===== config.mk =====
export PLATFORM = sky130hd
export DESIGN_NAME = seq_alu_core_flat
export DESIGN_NICKNAME = d
export VERILOG_FILES = /design/src/rtl/seq_alu_core_if.sv /design/src/rtl/seq_alu_core.sv /design/src/flat_wrapper.sv
export SDC_FILE = /design/constraint.sdc
export NUM_CORES = 1
export LEC_CHECK = 0
export ABC_AREA = 1
export CAP_MARGIN = 15
export CORE_UTILIZATION = 30
export CTS_CLUSTER_DIAMETER = 60
export DETAILED_ROUTE_END_ITERATION = 16
export HOLD_SLACK_MARGIN = 0.12
export SETUP_SLACK_MARGIN = 0.02
export SYNTH_ARGS = -nofsm -noshare
export SYNTH_HDL_FRONTEND = slang
export SYNTH_SLANG_ARGS = --single-unit
export TNS_END_PERCENT = 50

===== constraint.sdc =====
create_clock -name clk -period 2.9 [get_ports clk]
set_input_delay 0.58 -clock clk [delete_from_list [all_inputs] [get_ports clk]]
set_output_delay 0.58 -clock clk [all_outputs]
set_load 0.02 [all_outputs]

===== src/rtl/seq_alu_core_if.sv =====
// Command/result bundle between an operand source and the sequential ALU.
// Latency: none, wires only.
// Backpressure: the source may assert start only while busy is low. A start seen while busy is high is dropped.
// Ports:
//    start/inputA/inputB/command : source -> ALU request
//    busy/done/result/error      : ALU -> source/consumer status
interface seq_alu_core_if #(
   parameter int WIDTH = 16
);
   logic                 start;
   logic [WIDTH-1:0]     inputA;
   logic [WIDTH-1:0]     inputB;
   logic [3:0]           command;
   logic                 busy;
   logic                 done;
   logic [2*WIDTH-1:0]   result;
   logic [1:0]           error;

   modport master (
      output start, inputA, inputB, command,
      input  busy, done, result, error
   );

   modport slave (
      input  start, inputA, inputB, command,
      output busy, done, result, error
   );
endinterface


===== src/rtl/seq_alu_core.sv =====
// Sequential unsigned ALU: ADD, SUB, MUL (shift-add) and DIV/MOD (restoring division).
// Latency: 1 cycle for ADD, SUB, illegal commands and divide-by-zero. WIDTH cycles for MUL and for DIV/MOD with a non-zero divisor.
// Backpressure: busy is high while an operation runs. A start seen while busy is high is dropped, not queued.
// Ports:
//    clk, rst_n : clock and asynchronous active-low reset
//    bus        : slave side of seq_alu_core_if (start/operands/command in; busy/done/result/error out)
module seq_alu_core #(
   parameter int WIDTH = 16
) (
   input  logic               clk,
   input  logic               rst_n,
   seq_alu_core_if.slave      bus
);
   localparam int CW = $clog2(WIDTH) + 1;
   localparam logic [CW-1:0] LAST = CW'(WIDTH - 1);

   localparam logic [3:0] CMD_ADD = 4'd0;
   localparam logic [3:0] CMD_SUB = 4'd1;
   localparam logic [3:0] CMD_MUL = 4'd2;
   localparam logic [3:0] CMD_DIV = 4'd3;
   localparam logic [3:0] CMD_MOD = 4'd4;

   typedef enum logic {IDLE, RUN} state_t;

   state_t               state_q, state_d;
   logic [3:0]           op_q, op_d;
   // a_q: MUL multiplicand, shifted left one place per step. DIV/MOD dividend, which becomes the quotient.
   logic [2*WIDTH-1:0]   a_q, a_d;
   // b_q: MUL multiplier, shifted right one place per step. DIV/MOD divisor, held constant.
   logic [WIDTH-1:0]     b_q, b_d;
   // acc_q: MUL partial product. For DIV/MOD, the partial remainder in its low bits.
   logic [2*WIDTH-1:0]   acc_q, acc_d;
   logic [CW-1:0]        cnt_q, cnt_d;
   logic [2*WIDTH-1:0]   result_q, result_d;
   logic [1:0]           error_q, error_d;
   logic                 done_q, done_d;

   // Datapath for one step, computed from the registered operands only.
   logic [WIDTH:0]       sum, diff, rem_sh, rem_new;
   logic                 rem_ge, b_zero, accept, start_long;
   logic [WIDTH-1:0]     quo_new;
   logic [2*WIDTH-1:0]   acc_step;

   assign sum      = {1'b0, a_q[WIDTH-1:0]} + {1'b0, b_q};
   assign diff     = {1'b0, a_q[WIDTH-1:0]} - {1'b0, b_q};   // diff[WIDTH] is the borrow
   assign acc_step = b_q[0] ? (acc_q + a_q) : acc_q;
   assign rem_sh   = {acc_q[WIDTH-1:0], a_q[WIDTH-1]};
   assign rem_ge   = (rem_sh >= {1'b0, b_q});
   assign rem_new  = rem_ge ? (rem_sh - {1'b0, b_q}) : rem_sh;
   assign quo_new  = {a_q[WIDTH-2:0], rem_ge};
   assign b_zero   = (b_q == '0);

   assign accept     = (state_q == IDLE) && bus.start;
   // Iterative operations run WIDTH steps. All others finish on the first RUN edge.
   assign start_long = (bus.command == CMD_MUL) ||
                       (((bus.command == CMD_DIV) || (bus.command == CMD_MOD)) && (bus.inputB != '0));

   always_comb begin
      state_d  = state_q;
      op_d     = op_q;
      a_d      = a_q;
      b_d      = b_q;
      acc_d    = acc_q;
      cnt_d    = cnt_q;
      result_d = result_q;
      error_d  = error_q;
      done_d   = 1'b0;

      case (state_q)
         IDLE: begin
            if (accept) begin
               state_d = RUN;
               op_d    = bus.command;
               a_d     = {{WIDTH{1'b0}}, bus.inputA};
               b_d     = bus.inputB;
               acc_d   = '0;
               // Short operations start the counter at its terminal value.
               cnt_d   = start_long ? '0 : LAST;
            end
         end
         RUN: begin
            if (op_q == CMD_MUL) begin
               acc_d = acc_step;
               a_d   = a_q << 1;
               b_d   = b_q >> 1;
            end else if (((op_q == CMD_DIV) || (op_q == CMD_MOD)) && !b_zero) begin
               acc_d = {{(WIDTH-1){1'b0}}, rem_new};
               a_d   = {{WIDTH{1'b0}}, quo_new};
            end

            if (cnt_q == LAST) begin
               state_d = IDLE;
               done_d  = 1'b1;
               case (op_q)
                  CMD_ADD: begin
                     result_d = {{(WIDTH-1){1'b0}}, sum};
                     error_d  = {1'b0, sum[WIDTH]};
                  end
                  CMD_SUB: begin
                     result_d = {{WIDTH{1'b0}}, diff[WIDTH-1:0]};
                     error_d  = {1'b0, diff[WIDTH]};
                  end
                  CMD_MUL: begin
                     result_d = acc_step;
                     error_d  = 2'b00;
                  end
                  CMD_DIV, CMD_MOD: begin
                     if (b_zero) begin
                        result_d = '0;
                        error_d  = 2'b10;
                     end else begin
                        result_d = (op_q == CMD_DIV) ? {{WIDTH{1'b0}}, quo_new}
                                                     : {{WIDTH{1'b0}}, rem_new[WIDTH-1:0]};
                        error_d  = 2'b00;
                     end
                  end
                  default: begin
                     result_d = '0;
                     error_d  = 2'b11;
                  end
               endcase
            end else begin
               cnt_d = cnt_q + CW'(1);
            end
         end
         default: state_d = IDLE;
      endcase
   end

   always_ff @(posedge clk or negedge rst_n) begin
      if (!rst_n) begin
         state_q  <= IDLE;
         op_q     <= '0;
         a_q      <= '0;
         b_q      <= '0;
         acc_q    <= '0;
         cnt_q    <= '0;
         result_q <= '0;
         error_q  <= '0;
         done_q   <= 1'b0;
      end else begin
         state_q  <= state_d;
         op_q     <= op_d;
         a_q      <= a_d;
         b_q      <= b_d;
         acc_q    <= acc_d;
         cnt_q    <= cnt_d;
         result_q <= result_d;
         error_q  <= error_d;
         done_q   <= done_d;
      end
   end

   assign bus.busy   = (state_q == RUN);
   assign bus.done   = done_q;
   assign bus.result = result_q;
   assign bus.error  = error_q;
endmodule


===== src/flat_wrapper.sv =====
// flat-port wrapper written by rule: the top's interface ports become plain ports
module seq_alu_core_flat 
#(
   parameter int WIDTH = 16
)
  (clk, rst_n, bus_start, bus_inputA, bus_inputB, bus_command, bus_busy, bus_done, bus_result, bus_error);
  seq_alu_core_if #(.WIDTH(WIDTH)) bus_i ();
  input  logic clk;
  input  logic rst_n;
  input wire logic [$bits(bus_i.start)-1:0] bus_start;
  input wire logic [$bits(bus_i.inputA)-1:0] bus_inputA;
  input wire logic [$bits(bus_i.inputB)-1:0] bus_inputB;
  input wire logic [$bits(bus_i.command)-1:0] bus_command;
  output wire logic [$bits(bus_i.busy)-1:0] bus_busy;
  output wire logic [$bits(bus_i.done)-1:0] bus_done;
  output wire logic [$bits(bus_i.result)-1:0] bus_result;
  output wire logic [$bits(bus_i.error)-1:0] bus_error;
  assign bus_i.start = bus_start;
  assign bus_i.inputA = bus_inputA;
  assign bus_i.inputB = bus_inputB;
  assign bus_i.command = bus_command;
  assign bus_busy = bus_i.busy;
  assign bus_done = bus_i.done;
  assign bus_result = bus_i.result;
  assign bus_error = bus_i.error;
  seq_alu_core #(.WIDTH(WIDTH)) u_core (.clk(clk), .rst_n(rst_n), .bus(bus_i));
endmodule

==> flow_summary_export.csv, run 1 <==
group,metric,value,unit
routing,met1Wirelength,20400,microns
yosys,yosysWarnings,0,
clocking,cts_num_sinks,125,
floorplan,die_area,0.03761,sq mm
min_path,hold_class,"in -> async",
power_and_ir_drop,total_leakage_power,0.006565,uW
critical_path,path_cells,"inv_1 > ha_1 > nand2_1 > inv_1 > nand2_1 > nand2_1 > inv_1 > nand3_1 > nand2_1 > nand2_4 > buf_4 > nand2_1 > o21ai_0 > o21ai_0 > nand2_1 > nand2_1 > nand2_1",
critical_path,cp_max_fo,19,
finish,layout-drive-gt1-share,6.122,%
clocking,htreeDepth,4,
finish,stdcell_area,0.01303,sq mm
timing,slew_violations,0,
routing,vias,12090,
critical_path,worst_path_most_repeated_cell,"nand2_1",
global_routing,grt_max_degree,55,
critical_path,crit_family,"simple AND/OR/NAND/NOR gates",
placed_design,port_buffers,74,
placed_design,placed_cell_area,0.01242,sq mm
placed_design,gp_congestion,0.9672,
critical_path,critPathCaptureType,"flop",
status,outcome,"complete, no violations",
clocking,hold_buffers,0,
critical_path,required,3210,ps
clocking,clockBufferDepth,2,
finish,area_growth,17.91,%
power_and_ir_drop,powerDensity,1238,mW/mm^2
yosys,yosys.area_share.adder,9.894,%
critical_path,cp-start-kind,"flop",
clocking,post_cts_resized,0,
critical_path,critPathKind,"reg -> reg",
finish,diodes,0,
timing,hold_viol,0,
floorplan,fp-row-count,69,
yosys,synth_mux_area_share,0.1019,%
job,maxCapViolCount,0,
clocking,clkSlewWorstSetupHoldPaths,60,ps
routing,drt-vias-per-instance,5.314,
global_routing,grt-ovfl-total,0,
routing,highest_layer,"met4",
critical_path,arrival,2960,ps
finish,fin_cells,2274,
placed_design,dp_hpwl,33840,microns
timing,setup_ws,254.4,ps
yosys,synth_edf_count,0,
finish,mostFrequentLayoutCells,"nand2_1, inv_1, nand3_1",
routing,dr.pass1.iters,5,
yosys,ys_seq_area_share,28.30,%
routing,drt-total-wl,43080,microns
floorplan,die_y,193.9,microns
timing,setup_viol,0,
critical_path,max_stage_delay,400,ps
global_routing,grt_pass1_wl,67150,microns
routing,wl_met3,3045,microns
finish,final_common_cell,"nand2_1",
floorplan,core_area,0.03591,sq mm
yosys,synthesis.area,0.01105,sq mm
floorplan,boundaryPins,75,
timing,fin_crit_sh,91.23,%
floorplan,die_w,193.9,microns
placed_design,place_ws,246.9,ps
timing,layout_min_cycle_time,2646,ps
routing,met2_length,18630,microns
routing,antenna_left,0,
critical_path,slowest_stage,"dfrtp_1",
placed_design,placedCellCount,2242,
critical_path,crit_buf_inv,4,
yosys,async_flop_share,100.0,%
timing,slew_headroom,55.43,%
yosys,ys_ff_latch,125,
routing,wl_per_cell,18.94,microns
timing,fin_hold_ws,107.2,ps
yosys,avgSynthCellArea,6.422,sq um
floorplan,start_util,30.78,%
global_routing,grtUsageTotal,23.15,%
timing,rsz0062_at_grt,"yes",
global_routing,antenna_found_initial,0,
finish,layout.nets,1924,
clocking,insertion_delay,430,ps
yosys,synth_top_family_by_area,"simple AND/OR/NAND/NOR gates",
timing,max_freq,378.0,MHz
yosys,synth_compound_area_share,17.36,%
yosys,ys.flop_type,"dfrtp_1",
routing,drc,0,
routing,drt_iter0_drc,1195,
yosys,synth-simple-area-share,33.36,%
yosys,synth_cell_type_count,49,
global_routing,grt_pass1_vias,11310,
clocking,cts_buffers,17,
clocking,cts_tree,"yes",
yosys,synth_cells,1721,
yosys,synth-xor-area-share,1.109,%
timing,tns,0,ps
clocking,post_cts_buffers,0,
clocking,root_buffer,"clkbuf_16",
yosys,syn_nets,1845,
timing,finClkSkew,10.16,ps
timing,tightest_slew,668.6,ps
power_and_ir_drop,ir_worst_vdd,0.3680,mV
-- final timing paths --
| check | from | end | slack (ps) | cells past startpoint |
|---|---|---|---|---|
| min reg2reg | u_core.bus.result[13] | u_core.bus.result[13] | 480 | 2 |
| max in group asynchronous | rst_n | u_core.a_q[1] | 1980 | 2 |
| min in group clk | u_core.bus.result[13] | u_core.bus.result[13] | 480 | 2 |
| min | rst_n | u_core.cnt_q[0] | 110 | 1 |
| max | u_core.b_q[8] | u_core.bus.result[3] | 250 | 17 |
| max reg2reg | u_core.b_q[8] | u_core.bus.result[3] | 250 | 17 |
-- Yosys cell counts, types with 6 or more instances --
cell / n / area (sq um)
a21boi_0: 6 / 45.04
a21o_1: 8 / 60.06
a21oi_1: 131 / 655.6
a31oi_1: 6 / 37.54
buf_2: 19 / 95.09
clkbuf_1: 23 / 86.33
dfrtp_1: 125 / 3128
ha_1: 81 / 1013
inv_1: 205 / 769.5
inv_2: 12 / 45.04
nand2_1: 504 / 1892
nand2_2: 9 / 56.30
nand3_1: 160 / 800.8
nand4_1: 18 / 112.6
nor2_1: 139 / 521.8
nor3_1: 19 / 95.09
nor4_1: 8 / 50.05
o211ai_1: 22 / 165.2
o21ai_0: 119 / 595.6
o21ai_1: 13 / 65.06
o21bai_1: 7 / 52.55
o22ai_1: 25 / 156.4
xor2_1: 12 / 105.1
-- per-layer routing --
layer	global-route usage, %	vias to the layer above
met4	7.260	0
met5	0	-
met3	2.609	47
li1	-	5830
met2	35.74	501
met1	33.59	5707
-- state kept, by name (all words and copies together) (netlist names) --
register and flops:
u_core.b_q 16, u_core.acc_q 32, u_core.op_q 4, u_core.bus.busy 1, u_core.bus.result 32, u_core.cnt_q 5
u_core.bus.done 1, u_core.bus.error 2, u_core.a_q 32
-- kinds of logic (layout without fill, tap and decap cells) --
group,Yosys count,count (layout)
adder cells (fa/ha/maj),85,85
AO/OA/AOI/OAI,348,348
multiplexers,1,1
XOR/XNOR,14,14
AND/OR/NAND/NOR,876,876
buffers and inverters,272,364
flip-flops,125,125
-- layout make-up --
class                           instances  area [sq um]
Tap cell                              461         576.8
Multi-Input combinational cell       1324          6834
Clock inverter                         13         165.2
Timing Repair Buffer                  112          1052
Inverter                              220         828.3
Fill cell                            3872         22880
Clock buffer                           19         442.9
Sequential cell                       125          3133
-- through the flow --
stage	power [uW]	utilization (%)
6_report	16130	36.29
4_1_cts	15940	36.28
3_3_place_gp	13600	34.59
2_1_floorplan	10090	-
5_1_grt	17500	36.29
3_5_place_dp	13600	34.59
-- where the power goes --
group	switching [uW]	total, uW	internal, uW
combinational	7380	10800	3460
clock	899	2280	1380
sequential	644	3010	2370
(Power assumes the default switching activity.)
==> run 2: changes to the inputs <==
==> constraint.sdc (replaced) <==
create_clock -name clk -period 2.9 [get_ports clk]
set_input_delay 0.58 -clock clk [delete_from_list [all_inputs] [get_ports clk]]
set_output_delay 0.58 -clock clk [all_outputs]
set_load 0.01 [all_outputs]
==> results of run 2 <==
The final DEF is identical to that of run 1. Status: complete, no violations.
Main changes from that run: total power 16130 uW -> 16000 uW
==> run 3: changes to the inputs <==
--- a/config.mk
+++ b/config.mk
@@ -7,9 +7,11 @@
 export LEC_CHECK = 0
 export ABC_AREA = 1
 export CAP_MARGIN = 15
+export CORE_MARGIN = 4
 export CORE_UTILIZATION = 30
 export CTS_CLUSTER_DIAMETER = 60
 export DETAILED_ROUTE_END_ITERATION = 16
+export DONT_BUFFER_PORTS = 1
 export HOLD_SLACK_MARGIN = 0.12
 export SETUP_SLACK_MARGIN = 0.02
 export SYNTH_ARGS = -nofsm -noshare
==> flow_summary_export.csv, run 3 (same netlist as run 1, synthesis figures left out) <==
group,metric,value,unit
status,outcome,"finished, violations left",
status,violations,"negative hold slack",
floorplan,start_util,30.34,%
timing,slew_violations,0,
power_and_ir_drop,powerDensity,1259,mW/mm^2
placed_design,gp_congestion,1.006,
timing,fin_crit_sh,94.83,%
floorplan,boundaryPins,75,
min_path,hold_class,"in -> async",
critical_path,r2r_end,"u_core.bus.result[12]",
job,maxCapViolCount,0,
power_and_ir_drop,p_comb_share,64.7,%
clocking,insertion_delay,430,ps
power_and_ir_drop,switchingPower,8561,uW
power_and_ir_drop,internal_power,6911,uW
finish,mostFrequentLayoutCells,"nand2_1, inv_1, nand3_1",
timing,hold_viol,125,
power_and_ir_drop,total_power,15470,uW
timing,max_freq,363.6,MHz
timing,slew_headroom,60.10,%
floorplan,die_area,0.03998,sq mm
finish,layout-drive-gt1-share,6.322,%
critical_path,cp-start-kind,"flop",
power_and_ir_drop,power.share.clock,14.8,%
power_and_ir_drop,total_leakage_power,0.006293,uW
critical_path,r2r_start,"u_core.b_q[8]",
critical_path,arrival,3060,ps
global_routing,grt_max_degree,126,
critical_path,reg2reg_slack,150,ps
global_routing,grtUsageTotal,21.44,%
power_and_ir_drop,p_seq_share,20.6,%
routing,antenna_left,0,
critical_path,required,3210,ps
finish,layout.nets,1852,
power_and_ir_drop,switching_share,55.33,%
routing,vias,11650,
clocking,clockBufferDepth,2,
critical_path,slowest_stage,"nor3_1",
finish,final_common_cell,"nand2_1",
finish,area_growth,11.20,%
clocking,htreeDepth,4,
floorplan,fp-row-count,70,
critical_path,cp_max_fo,6,
clocking,clkSlewWorstSetupHoldPaths,60,ps
timing,layout_min_cycle_time,2750,ps
routing,drt_iter0_drc,1146,
global_routing,antenna_found_initial,1,
routing,drt-total-wl,42830,microns
floorplan,die_w,199.9,microns
floorplan,core_area,0.03643,sq mm
routing,drt-vias-per-instance,5.277,
critical_path,worst_path_most_repeated_cell,"nand2_1",
placed_design,dp_hpwl,33660,microns
routing,wl_per_cell,19.40,microns
critical_path,critPathCaptureType,"flop",
clocking,root_buffer,"clkbuf_16",
power_and_ir_drop,ir_worst_vdd,0.5296,mV
placed_design,port_buffers,0,
critical_path,max_stage_delay,390,ps
critical_path,worstRegToRegCells,16,
timing,tightest_slew,593.0,ps
clocking,cts_tree,"yes",
routing,drc,0,
timing,tns,0,ps
routing,dr.pass1.iters,6,
timing,setup_viol,0,
timing,fin_hold_ws,-147.4,ps
clocking,cts_buffers,17,
critical_path,path_cells,"inv_1 > buf_4 > ha_1 > inv_1 > nand2_1 > nor3_1 > nand3_1 > nand3_1 > nand2_1 > nand2_1 > o21ai_1 > buf_4 > nor2_1 > nand2_1 > nand2_1 > nand2_1",
timing,rsz0062_at_grt,"no",
global_routing,grt_pass1_wl,65810,microns
critical_path,critPathKind,"reg -> reg",
timing,finClkSkew,16.52,ps
floorplan,die_y,199.9,microns
global_routing,grt_pass1_vias,11260,
global_routing,grt-ovfl-total,0,
clocking,cts_num_sinks,125,
finish,diodes,0,
[run 3: cell count changes in the layout (fill, tap and decap cells not counted), moves of 2 or more]
cell             delta
dfrtp_2             -2
inv_6               +2
clkinv_4            -3
clkdlybuf4s50_1    -73
dfrtp_1             +2
buf_12              -2
buf_4               +4
[run 3: what timing repair did]
item	CTS	global route
setup buffers	0	0
endpoints found under the hold margin	125	125
endpoints found under the setup margin	0	1
resized for setup	0	1
[run 3: cell type report]
type                            count  area, sq um
Timing Repair Buffer               40        300.3
Clock buffer                       19        452.9
Fill cell                        3976        24140
Multi-Input combinational cell   1324         6834
Clock inverter                     12        158.9
Inverter                          220        828.3
Tap cell                          468        585.6
Sequential cell                   125         3131
[run 3: metrics by stage]
step	hold WS, ps	worst slack (ps)	cells	area, sq um	utilization, %
2_1_floorplan	284.4	768.2	1721	11050	-
3_3_place_gp	293.8	229.5	2177	11680	32.05
3_5_place_dp	292.9	226.6	2177	11680	32.05
4_1_cts	-165.4	211.2	2208	12290	33.73
5_1_grt	-167.8	20.65	2208	12290	33.73
6_report	-147.4	150.0	2208	12290	33.73
[run 3: layer usage]
layer	up-vias	track usage [%]	share of wire [%]
met2	422	33.45	44
met3	101	3.793	6.6
met4	2	10.04	5.1
met5	-	0	0.030
met1	5440	28.92	45
li1	5687	-	-
[run 3: power by group through the flow]
stage	combinational, uW	clock [uW]	sequential (uW)
after floorplan	7110	0	2850
after CTS	9830	2310	3170
after detailed placement	9770	0	3190
after global placement	9770	0	3190
after global routing	11200	2390	3250
final	10000	2280	3180
[run 3: worst max path at each step]
stage                               start                     to  slack (ps)  depth (start not counted)
final                       u_core.b_q[8]  u_core.bus.result[12]         150                         16
after global routing      u_core.acc_q[7]   u_core.bus.result[4]          20                         16
after CTS                   u_core.b_q[8]  u_core.bus.result[12]         210                         16
after detailed placement    u_core.b_q[8]  u_core.bus.result[12]         230                         16
after global placement      u_core.b_q[8]  u_core.bus.result[12]         230                         16
after floorplan           u_core.acc_q[0]  u_core.bus.result[30]         770                         15
[run 3: worst max-delay path, delay by kind of cell, from the launching register on]
family	cells	cell delay, ps
simple gates	10	1230
fa+ha+maj	1	360
buf+inv	4	610
flops	1	360
compound gates	1	70
